File: src/rtl/register_5bits_pkg.sv
// Shared constants for the register_5bits datapath holding register.
// Sized so the default instance is the 5-bit control-unit register.
package register_5bits_pkg;

    localparam int DEFAULT_WIDTH = 5;

    localparam logic DEFAULT_RESET_BIT = 1'b0;

endpackage

File: src/rtl/register_bit_cell.sv
// Single storage bit: async active-low reset, synchronous clear, load enable.
// Clear shares the reset value so a cleared cell matches a freshly reset one.
module register_bit_cell #(
    parameter logic RESET_VALUE = 1'b0
) (
    input  logic clock,
    input  logic reset_n,
    input  logic d,
    input  logic load,
    input  logic clear,
    output logic q
);

    always_ff @(posedge clock or negedge reset_n) begin
        if (!reset_n) begin
            q <= RESET_VALUE;
        end else if (clear) begin
            q <= RESET_VALUE;
        end else if (load) begin
            q <= d;
        end
    end

endmodule

File: src/rtl/register_5bits.sv
// Loadable holding register built from per-bit cells.
// Output is purely registered; register_in never bypasses to out.
module register_5bits
    import register_5bits_pkg::*;
#(
    parameter int               WIDTH       = DEFAULT_WIDTH,
    parameter logic [WIDTH-1:0] RESET_VALUE = {WIDTH{DEFAULT_RESET_BIT}}
) (
    input  logic             clock,
    input  logic             reset_n,
    input  logic [WIDTH-1:0] register_in,
    input  logic             load,
    input  logic             clear,
    output logic [WIDTH-1:0] out
);

    for (genvar i = 0; i < WIDTH; i++) begin : g_bit
        register_bit_cell #(
            .RESET_VALUE (RESET_VALUE[i])
        ) u_cell (
            .clock   (clock),
            .reset_n (reset_n),
            .d       (register_in[i]),
            .load    (load),
            .clear   (clear),
            .q       (out[i])
        );
    end

endmodule

File: config.mk
export PLATFORM = sky130hd
export DESIGN_NAME = register_5bits
export DESIGN_NICKNAME = d
export VERILOG_FILES = /design/src/rtl/register_5bits_pkg.sv /design/src/rtl/register_bit_cell.sv /design/src/rtl/register_5bits.sv
export SDC_FILE = /design/constraint.sdc
export NUM_CORES = 1
export LEC_CHECK = 0
export BUFFER_PORTS_ARGS = -buffer_cell sky130_fd_sc_hd__buf_2
export CORE_AREA = 4 4 41 43
export CTS_CLUSTER_SIZE = 24
export DETAILED_ROUTE_END_ITERATION = 6
export DIE_AREA = 0 0 45 47
export GPL_ROUTABILITY_DRIVEN = 0
export SETUP_SLACK_MARGIN = 0.5
export SLEW_MARGIN = 20
export SYNTH_ARGS = -nofsm -noshare
export SYNTH_HDL_FRONTEND = slang
export SYNTH_SLANG_ARGS = --single-unit
File: constraint.sdc
create_clock -name clock -period 1.6 [get_ports clock]
set_clock_uncertainty 0.1 [all_clocks]
set_input_delay 0.24 -clock clock [delete_from_list [all_inputs] [get_ports clock]]
set_output_delay 0.24 -clock clock [all_outputs]
set_load 0.005 [all_outputs]
==> impl_metrics.py, run 1 <==
metrics = {
    "layout": {
        "area_growth_pct": 29.4,
        "multiInputGateArea_um2": 68.8,
        "n_antenna_cell": 0,
        "reg_top3": "g_bit.u_cell.q x5",
        "regArea_um2": 125,
        "largest_register_ffs": 5,
        "finalNetCount": 43,
        "fillCellCount": 151,
        "drive_gt1_share_pct": 48.5,
        "top_register": "g_bit.u_cell.q",
    },
    "worst_setup_path": {
        "rr_endpoint": "g_bit[4].u_cell.q$_DFFE_PN0P_",
        "required_ns": 1.26,
        "path_delay_family": "flip-flops",
        "critPathArrivalTime_ns": 0.73,
        "worstReg2RegStart": "g_bit[4].u_cell.q$_DFFE_PN0P_",
        "endpoint_kind": "primary output",
        "crit_chain": "buf_2",
        "cp_slowest_cell": "dfrtp_1",
        "worst_r2r_path_depth": 2,
        "path_buf_inv": 1,
        "critPathLaunch": "g_bit[3].u_cell.q$_DFFE_PN0P_",
        "r2r_slack_ns": 0.82,
        "worstSetupPathType": "reg -> out",
        "cp.depth": 1,
        "worstPathMaxFanout": 2,
        "worstSetupStartpointType": "flop",
        "endpoint": "out[3]",
        "crit_path_max_incr_delay_ns": 0.37,
    },
    "logic_synthesis": {
        "synth_edf_count": 0,
        "yosysTopAreaCell": "dfrtp_1",
        "syn-cell-area_um2": 243,
        "synth_area_leaders": "dfrtp_1 52%, mux2i_1 21%, buf_4 15%",
        "netlist_instances": 21,
        "ys_top_cells_by_count": "5 x buf_4, 5 x dfrtp_1, 5 x mux2i_1, 5 x nor2_1, 1 x buf_6",
        "synth_top_flop_cell": "dfrtp_1",
        "synthArstFlopShare_pct": 100,
        "yosysWarningCount": 0,
        "avgSynthCellArea_um2": 11.6,
        "synth_nets": 30,
        "synthDistinctLibCells": 5,
        "synth-seq-cells": 5,
        "synth_top_area_share_pct": 51.5,
        "ys_seq_area_share_pct": 51.5,
    },
    "power_and_ir_drop": {
        "power_leakage_nw": 0.181,
        "p_sw_mw": 0.0676,
        "pwr_density_cell_mw_per_mm2": 1010,
        "netSwitchingFraction_pct": 21.4,
        "p_int_mw": 0.248,
        "seqPwrFrac_pct": 43.5,
        "comb_power_share_pct": 11.8,
        "clkPwrFrac_pct": 44.7,
        "ir_drop_uv": 144,
        "power.total_mw": 0.316,
    },
    "floorplan": {
        "boundaryPins": 14,
        "dieHeight_um": 47,
        "dieWidth_um": 45,
        "start_util_pct": 18.7,
        "core_area_mm2": 0.00130,
        "die_area_mm2": 0.00212,
        "row_count": 13,
    },
    "global_route": {
        "antenna_found_initial": 0,
        "grt_start_max_net_pins": 6,
        "grt_pass1_wl_um": 655,
        "grt_overflow": 0,
        "grt_usage_pct": 5.24,
        "grt_pass1_vias": 176,
    },
    "clock_network": {
        "cts_setup_buffers": 0,
        "clk_transition_reported_paths_ns": 0.04,
        "cts_buffers": 3,
        "cts-root-buf": "clkbuf_4",
        "cts_sinks": 5,
        "htreeDepth": 1,
        "cts_max_path_buffers": 2,
        "cts_tree": "done",
        "clock_latency_ns": 0.24,
        "cts_resized": 0,
    },
    "detailed_routing": {
        "routedWlPerCell_um": 10.3,
        "antenna_left": 0,
        "drtIter0Drc": 2,
        "routed_via_density": 3.60,
        "drt_first_pass_iters": 2,
        "vias": 173,
        "drt-total-wl_um": 493,
        "drcViolationCount": 0,
    },
    "timing": {
        "hold_violations": 0,
        "maxClockFrequency_mhz": 931,
        "worst-slew-pin-transition_ns": 0.148,
        "drv_slew": 0,
        "setup_tns_ns": 0,
        "setup_viol": 0,
        "min_period_ns": 1.07,
        "post-route-period-util_pct": 67.2,
        "relSlewSlack_pct": 89.8,
        "rsz0062_at_grt": "yes",
    },
    "status": {
        "status": "finished clean",
    },
    "run": {
        "maxCapViolCount": 0,
    },
    "hold_path": {
        "hp-class": "in -> reg",
    },
    "place": {
        "port_buffers": 13,
    },
}
[layout make-up]
class / count / share of cell area [%]
clock buffers: 4 / 8.37
well taps: 15 / 5.98
flip-flops and latches: 5 / 39.8
repair buffers: 14 / 23.9
multi-input cells: 10 / 21.9
[how the worst min path moves through the flow]
| stage | startpoint | to | slack [ns] | depth (start not counted) |
|---|---|---|---|---|
| after floorplan | reset_n | g_bit[0].u_cell.q$_DFFE_PN0P_ | -0.16 | 0 |
| after global placement | reset_n | g_bit[4].u_cell.q$_DFFE_PN0P_ | -0.04 | 1 |
| after detailed placement | reset_n | g_bit[2].u_cell.q$_DFFE_PN0P_ | -0.04 | 1 |
| after CTS | clear | g_bit[0].u_cell.q$_DFFE_PN0P_ | 0.12 | 2 |
| after global routing | clear | g_bit[0].u_cell.q$_DFFE_PN0P_ | 0.12 | 2 |
| final | clear | g_bit[0].u_cell.q$_DFFE_PN0P_ | 0.12 | 2 |
[through the flow]
stage | std cells | cell area (µm²) | setup slack (ns) | util, % | hold slack (ns)
2_1_floorplan | 21 | 243 | 0.783 | - | -0.156
3_3_place_gp | 43 | 278 | 0.705 | 21.3 | -0.0424
3_5_place_dp | 43 | 278 | 0.689 | 21.3 | -0.0385
4_1_cts | 48 | 314 | 0.507 | 24.1 | 0.115
5_1_grt | 48 | 314 | 0.498 | 24.1 | 0.123
6_report | 48 | 314 | 0.526 | 24.1 | 0.122
[per-layer routing]
metal  routed length (µm)  vias to the layer above  global-route usage [%]
li1                     -                       86                       -
met1                  182                       73                    5.07
met2                  200                       14                    5.65
met3                  110                        0                    4.60
met4                    0                        0                    7.02
met5                    0                        -                       0
[repair_timing]
item	in CTS	in global routing
hold buffers	1	0
endpoints found under the hold margin	5	0
endpoints found under the setup margin	0	1
[kinds of logic after synthesis]
| group | count (synthesis) | share of synthesized area, % |
|---|---|---|
| flip-flops | 5 | 51.5 |
| multiplexers | 5 | 20.6 |
| AND/OR/NAND/NOR | 5 | 7.73 |
| buffers and inverters | 6 | 20.1 |
[cell usage in the layout, fill, tap and decap left out]
cell / synthesis / final
mux2i_1: 5 / 5
nor2_1: 5 / 5
clkbuf_4: 0 / 3
clkbuf_1: 0 / 1
dfrtp_1: 5 / 5
dlygate4sd3_1: 0 / 1
buf_2: 0 / 13
[power groups by stage]
| stage | Sequential (mW) | Combinational [mW] | Clock [mW] |
|---|---|---|---|
| after global placement | 0.139 | 0.0355 | 0 |
| after CTS | 0.138 | 0.0383 | 0.150 |
| after floorplan | 0.139 | 0.0264 | 0 |
| after detailed placement | 0.139 | 0.0364 | 0 |
| final | 0.138 | 0.0372 | 0.141 |
| after global routing | 0.138 | 0.0408 | 0.151 |
Power figures use the tool's default switching activity.
==> run 2: changes to the inputs <==
==> constraint.sdc (replaced) <==
create_clock -name clock -period 1.05 [get_ports clock]
set_clock_uncertainty 0.1 [all_clocks]
set_input_delay 0.1575 -clock clock [delete_from_list [all_inputs] [get_ports clock]]
set_output_delay 0.1575 -clock clock [all_outputs]
set_load 0.005 [all_outputs]
==> impl_metrics.py, run 2 (synthesis gave the netlist of run 1 again) <==
metrics = {
    "global_route": {
        "grt_pass1_vias": 167,
        "grt_usage_pct": 4.85,
        "antenna_found_initial": 0,
        "grt_pass1_wl_um": 662,
        "grt_start_max_net_pins": 6,
        "grt_overflow": 0,
    },
    "place": {
        "placed_cells": 43,
        "port_buffers": 13,
    },
    "detailed_routing": {
        "drcViolationCount": 0,
        "antenna_left": 0,
        "drtIter0Drc": 4,
        "drt-total-wl_um": 467,
        "routed_via_density": 3.69,
        "routedWlPerCell_um": 9.73,
        "drt_first_pass_iters": 5,
        "vias": 177,
    },
    "worst_setup_path": {
        "crit_path_max_incr_delay_ns": 0.37,
        "cp.depth": 1,
        "worstReg2RegStart": "g_bit[4].u_cell.q$_DFFE_PN0P_",
        "r2r_slack_ns": 0.25,
        "worstSetupStartpointType": "flop",
        "path_buf_inv": 1,
        "cp_slowest_cell": "dfrtp_1",
        "required_ns": 0.79,
        "path_delay_family": "flip-flops",
        "endpoint": "out[4]",
        "worstPathMaxFanout": 2,
        "rr_endpoint": "g_bit[4].u_cell.q$_DFFE_PN0P_",
        "worstSetupPathType": "reg -> out",
        "endpoint_kind": "primary output",
        "critPathArrivalTime_ns": 0.74,
        "critPathLaunch": "g_bit[4].u_cell.q$_DFFE_PN0P_",
        "worst_r2r_path_depth": 2,
        "crit_chain": "buf_2",
    },
    "clock_network": {
        "cts_sinks": 5,
        "htreeDepth": 1,
        "cts_tree": "done",
        "cts-root-buf": "clkbuf_4",
        "cts_buffers": 3,
        "cts_resized": 0,
        "clock_latency_ns": 0.24,
        "clk_transition_reported_paths_ns": 0.04,
        "cts_max_path_buffers": 2,
        "cts_setup_buffers": 0,
    },
    "layout": {
        "n_antenna_cell": 0,
        "area_growth_pct": 29.4,
        "largest_register_ffs": 5,
        "top_register": "g_bit.u_cell.q",
        "multiInputGateArea_um2": 68.8,
        "fin_cells": 48,
        "finalNetCount": 43,
        "regArea_um2": 125,
        "final_common_cell": "buf_2",
        "fillCellCount": 149,
        "reg_top3": "g_bit.u_cell.q x5",
        "layout_common_cells": "13 x buf_2, 5 x mux2i_1, 5 x nor2_1, 5 x dfrtp_1, 3 x clkbuf_4",
        "drive_gt1_share_pct": 48.5,
    },
    "timing": {
        "setup_viol": 0,
        "rsz0062_at_grt": "yes",
        "worst-slew-pin-transition_ns": 0.151,
        "post-route-period-util_pct": 94.7,
        "min_period_ns": 0.994,
        "hold_violations": 0,
        "relSlewSlack_pct": 89.6,
        "drv_slew": 0,
        "maxClockFrequency_mhz": 1010,
        "setup_tns_ns": 0,
    },
    "floorplan": {
        "boundaryPins": 14,
        "start_util_pct": 18.7,
        "dieWidth_um": 45,
        "core_area_mm2": 0.00130,
        "die_area_mm2": 0.00212,
        "row_count": 13,
        "dieHeight_um": 47,
    },
    "power_and_ir_drop": {
        "ir_drop_uv": 316,
        "pwr_density_cell_mw_per_mm2": 1540,
        "power_leakage_nw": 0.181,
    },
    "hold_path": {
        "hp-class": "in -> reg",
    },
    "status": {
        "status": "finished clean",
    },
    "run": {
        "maxCapViolCount": 0,
    },
}
## run 2: cell counts in the layout (fill, tap and decap cells not counted)
Identical to the previous run, type by type.
## run 2: layer usage
metal	part of all wire, %	up-vias	GRT usage, %	wire length [µm]
met4	0	0	5.26	0
li1	-	85	-	-
met5	0	-	0	0
met1	40	72	5.32	186
met3	25	0	3.07	115
met2	35	20	5.93	165
## run 2: worst min path at each step
stage / from / end / slack, ns / depth (start not counted)
final: clear / g_bit[4].u_cell.q$_DFFE_PN0P_ / 0.04 / 2
after global routing: clear / g_bit[4].u_cell.q$_DFFE_PN0P_ / 0.05 / 2
after CTS: clear / g_bit[3].u_cell.q$_DFFE_PN0P_ / 0.03 / 2
after detailed placement: reset_n / g_bit[4].u_cell.q$_DFFE_PN0P_ / -0.12 / 1
after global placement: reset_n / g_bit[4].u_cell.q$_DFFE_PN0P_ / -0.13 / 1
after floorplan: reset_n / g_bit[0].u_cell.q$_DFFE_PN0P_ / -0.24 / 0
## run 2: cell type report
cell class / count / share of cell area, %
Clock buffer: 4 / 8.37
Tap cell: 15 / 5.98
Sequential cell: 5 / 39.8
Multi-Input combinational cell: 10 / 21.9
Timing Repair Buffer: 14 / 23.9
## run 2: power breakdown
part           total (mW)  internal, mW  switching (mW)  leakage (nW)
registers           0.209         0.204         0.00463        0.0664
logic              0.0571        0.0311          0.0260        0.0992
clock network       0.217         0.143          0.0733        0.0150
total               0.483         0.379           0.104         0.181
## run 2: timing repair
item,in CTS,in global routing
cloned,0,0
pin swaps,0,1
endpoints found under the setup margin,10,10
endpoints found under the hold margin,5,0
hold buffers,1,0
## run 2: per-stage QoR
stage | power [mW] | hold WS [ns] | utilization, % | instance area (µm²) | worst slack, ns
detailed placement | 0.267 | -0.122 | 21.3 | 278 | 0.230
CTS | 0.493 | 0.0341 | 24.1 | 314 | 0.0415
global placement | 0.266 | -0.125 | 21.3 | 278 | 0.241
global route | 0.507 | 0.0516 | 24.1 | 314 | 0.0216
floorplan | 0.251 | -0.238 | - | 243 | 0.316
finish | 0.483 | 0.0414 | 24.1 | 314 | 0.0559
==> run 3: changes to the inputs <==
--- a/config.mk
+++ b/config.mk
@@ -11,7 +11,7 @@
 export DETAILED_ROUTE_END_ITERATION = 6
 export DIE_AREA = 0 0 45 47
 export GPL_ROUTABILITY_DRIVEN = 0
-export SETUP_SLACK_MARGIN = 0.5
+export SETUP_SLACK_MARGIN = 0.05
 export SLEW_MARGIN = 20
 export SYNTH_ARGS = -nofsm -noshare
 export SYNTH_HDL_FRONTEND = slang
==> impl_metrics.py, run 3 (synthesis gave the netlist of run 1 again) <==
metrics = {
    "place": {
        "placed_cell_area_um2": 278,
        "port_buffers": 13,
    },
    "global_route": {
        "grt_use_met2_pct": 4.52,
        "grt_busiest_layer": "met4",
        "grt_start_max_net_pins": 6,
        "grtUsageMet3_pct": 4.21,
        "grt_usage_pct": 5.01,
        "grt_pass1_wl_um": 593,
        "antenna_found_initial": 0,
        "grtUsageMet1_pct": 4.86,
        "grt_pass1_vias": 148,
        "grt_overflow": 0,
    },
    "layout": {
        "finalNetCount": 43,
        "drive_gt1_share_pct": 48.5,
        "fillCellCount": 146,
        "top_register": "g_bit.u_cell.q",
        "area_growth_pct": 29.4,
        "reg_top3": "g_bit.u_cell.q x5",
        "regArea_um2": 125,
        "n_antenna_cell": 0,
        "largest_register_ffs": 5,
        "final_common_cell": "buf_2",
        "layout_common_cells": "13 x buf_2, 5 x mux2i_1, 5 x nor2_1, 5 x dfrtp_1, 3 x clkbuf_4",
        "design_area_um2": 314,
        "multiInputGateArea_um2": 68.8,
    },
    "timing": {
        "setup_viol": 0,
        "min_period_ns": 0.992,
        "drv_slew": 0,
        "worst-slew-pin-transition_ns": 0.154,
        "whs_ns": 0.0273,
        "relSlewSlack_pct": 89.5,
        "post-route-period-util_pct": 94.5,
        "maxClockFrequency_mhz": 1010,
        "hold_violations": 0,
        "rsz0062_at_grt": "yes",
        "setup_tns_ns": 0,
    },
    "worst_setup_path": {
        "critPathLaunch": "g_bit[0].u_cell.q$_DFFE_PN0P_",
        "critPathArrivalTime_ns": 0.73,
        "crit_chain": "buf_2",
        "cp_slowest_cell": "dfrtp_1",
        "worstSetupPathType": "reg -> out",
        "path_buf_inv": 1,
        "path_delay_family": "flip-flops",
        "required_ns": 0.79,
        "endpoint_kind": "primary output",
        "worstPathMaxFanout": 2,
        "crit_path_max_incr_delay_ns": 0.37,
        "worstSetupStartpointType": "flop",
        "worstReg2RegStart": "g_bit[3].u_cell.q$_DFFE_PN0P_",
    },
    "clock_network": {
        "clock_latency_ns": 0.24,
        "cts_tree": "done",
        "cts-root-buf": "clkbuf_4",
        "cts_setup_buffers": 0,
        "cts_max_path_buffers": 2,
        "htreeDepth": 1,
        "cts_resized": 0,
        "cts_sinks": 5,
        "cts_buffers": 3,
        "clk_transition_reported_paths_ns": 0.04,
    },
    "floorplan": {
        "core_area_mm2": 0.00130,
        "dieWidth_um": 45,
        "row_count": 13,
        "dieHeight_um": 47,
        "die_area_mm2": 0.00212,
        "boundaryPins": 14,
        "start_util_pct": 18.7,
    },
    "power_and_ir_drop": {
        "seqPwrFrac_pct": 43.3,
        "netSwitchingFraction_pct": 21.7,
        "ir_drop_uv": 228,
        "p_sw_mw": 0.105,
        "pwr_density_cell_mw_per_mm2": 1540,
        "p_int_mw": 0.379,
        "comb_power_share_pct": 11.6,
        "clkPwrFrac_pct": 45.1,
        "power_leakage_nw": 0.181,
    },
    "detailed_routing": {
        "vias": 169,
        "routedWlPerCell_um": 9.48,
        "drt-total-wl_um": 455,
        "drt_first_pass_iters": 4,
        "routed_via_density": 3.52,
        "drtIter0Drc": 2,
        "drcViolationCount": 0,
        "antenna_left": 0,
    },
    "hold_path": {
        "hp-class": "in -> reg",
        "holdCritStartpoint": "clear",
    },
    "run": {
        "maxCapViolCount": 0,
    },
    "status": {
        "status": "finished clean",
    },
}
run 3: cell counts in the layout (fill, tap and decap cells not counted):
No cell type changed its count.
run 3: metrics by stage:
stage / power [mW] / setup WS [ns] / std cells / util (%)
after floorplan: 0.251 / 0.316 / 21 / -
after global placement: 0.266 / 0.238 / 43 / 21.3
after detailed placement: 0.266 / 0.226 / 43 / 21.3
after CTS: 0.495 / 0.0500 / 48 / 24.1
after global routing: 0.509 / 0.0306 / 48 / 24.1
final: 0.484 / 0.0578 / 48 / 24.1
run 3: path summary, 6_finish.rpt:
kind / slack (ns) / end / cells past startpoint
hold / removal: 0.03 / g_bit[0].u_cell.q$_DFFE_PN0P_ / 2
max in group asynchronous: 0.57 / g_bit[4].u_cell.q$_DFFE_PN0P_ / 2
setup reg to reg: 0.26 / g_bit[3].u_cell.q$_DFFE_PN0P_ / 2
hold reg to reg: 0.42 / g_bit[1].u_cell.q$_DFFE_PN0P_ / 2
min in group asynchronous: 0.15 / g_bit[0].u_cell.q$_DFFE_PN0P_ / 2
setup / recovery: 0.06 / out[0] / 1
run 3: layout make-up:
| cell class | instances | area share [%] |
|---|---|---|
| tap | 15 | 5.98 |
| clock buffer | 4 | 8.37 |
| sequential | 5 | 39.8 |
| timing repair buffer | 14 | 23.9 |
| multi-input combinational | 10 | 21.9 |
run 3: per-layer routing:
metal  part of all wire [%]  wire length [µm]
met1                     41               185
met2                     30               136
met3                     25               112
met4                    4.4                20
met5                      0                 0
run 3: what timing repair did:
action	4_1_cts	5_1_grt
hold buffers	1	0
endpoints found under the setup margin	0	5
endpoints found under the hold margin	5	0
run 3: power by group through the flow:
stage | combinational (mW) | clock, mW | sequential (mW)
final | 0.0561 | 0.218 | 0.209
after global routing | 0.0626 | 0.236 | 0.210
after CTS | 0.0572 | 0.228 | 0.209
after detailed placement | 0.0542 | 0 | 0.212
after global placement | 0.0542 | 0 | 0.212
after floorplan | 0.0403 | 0 | 0.211
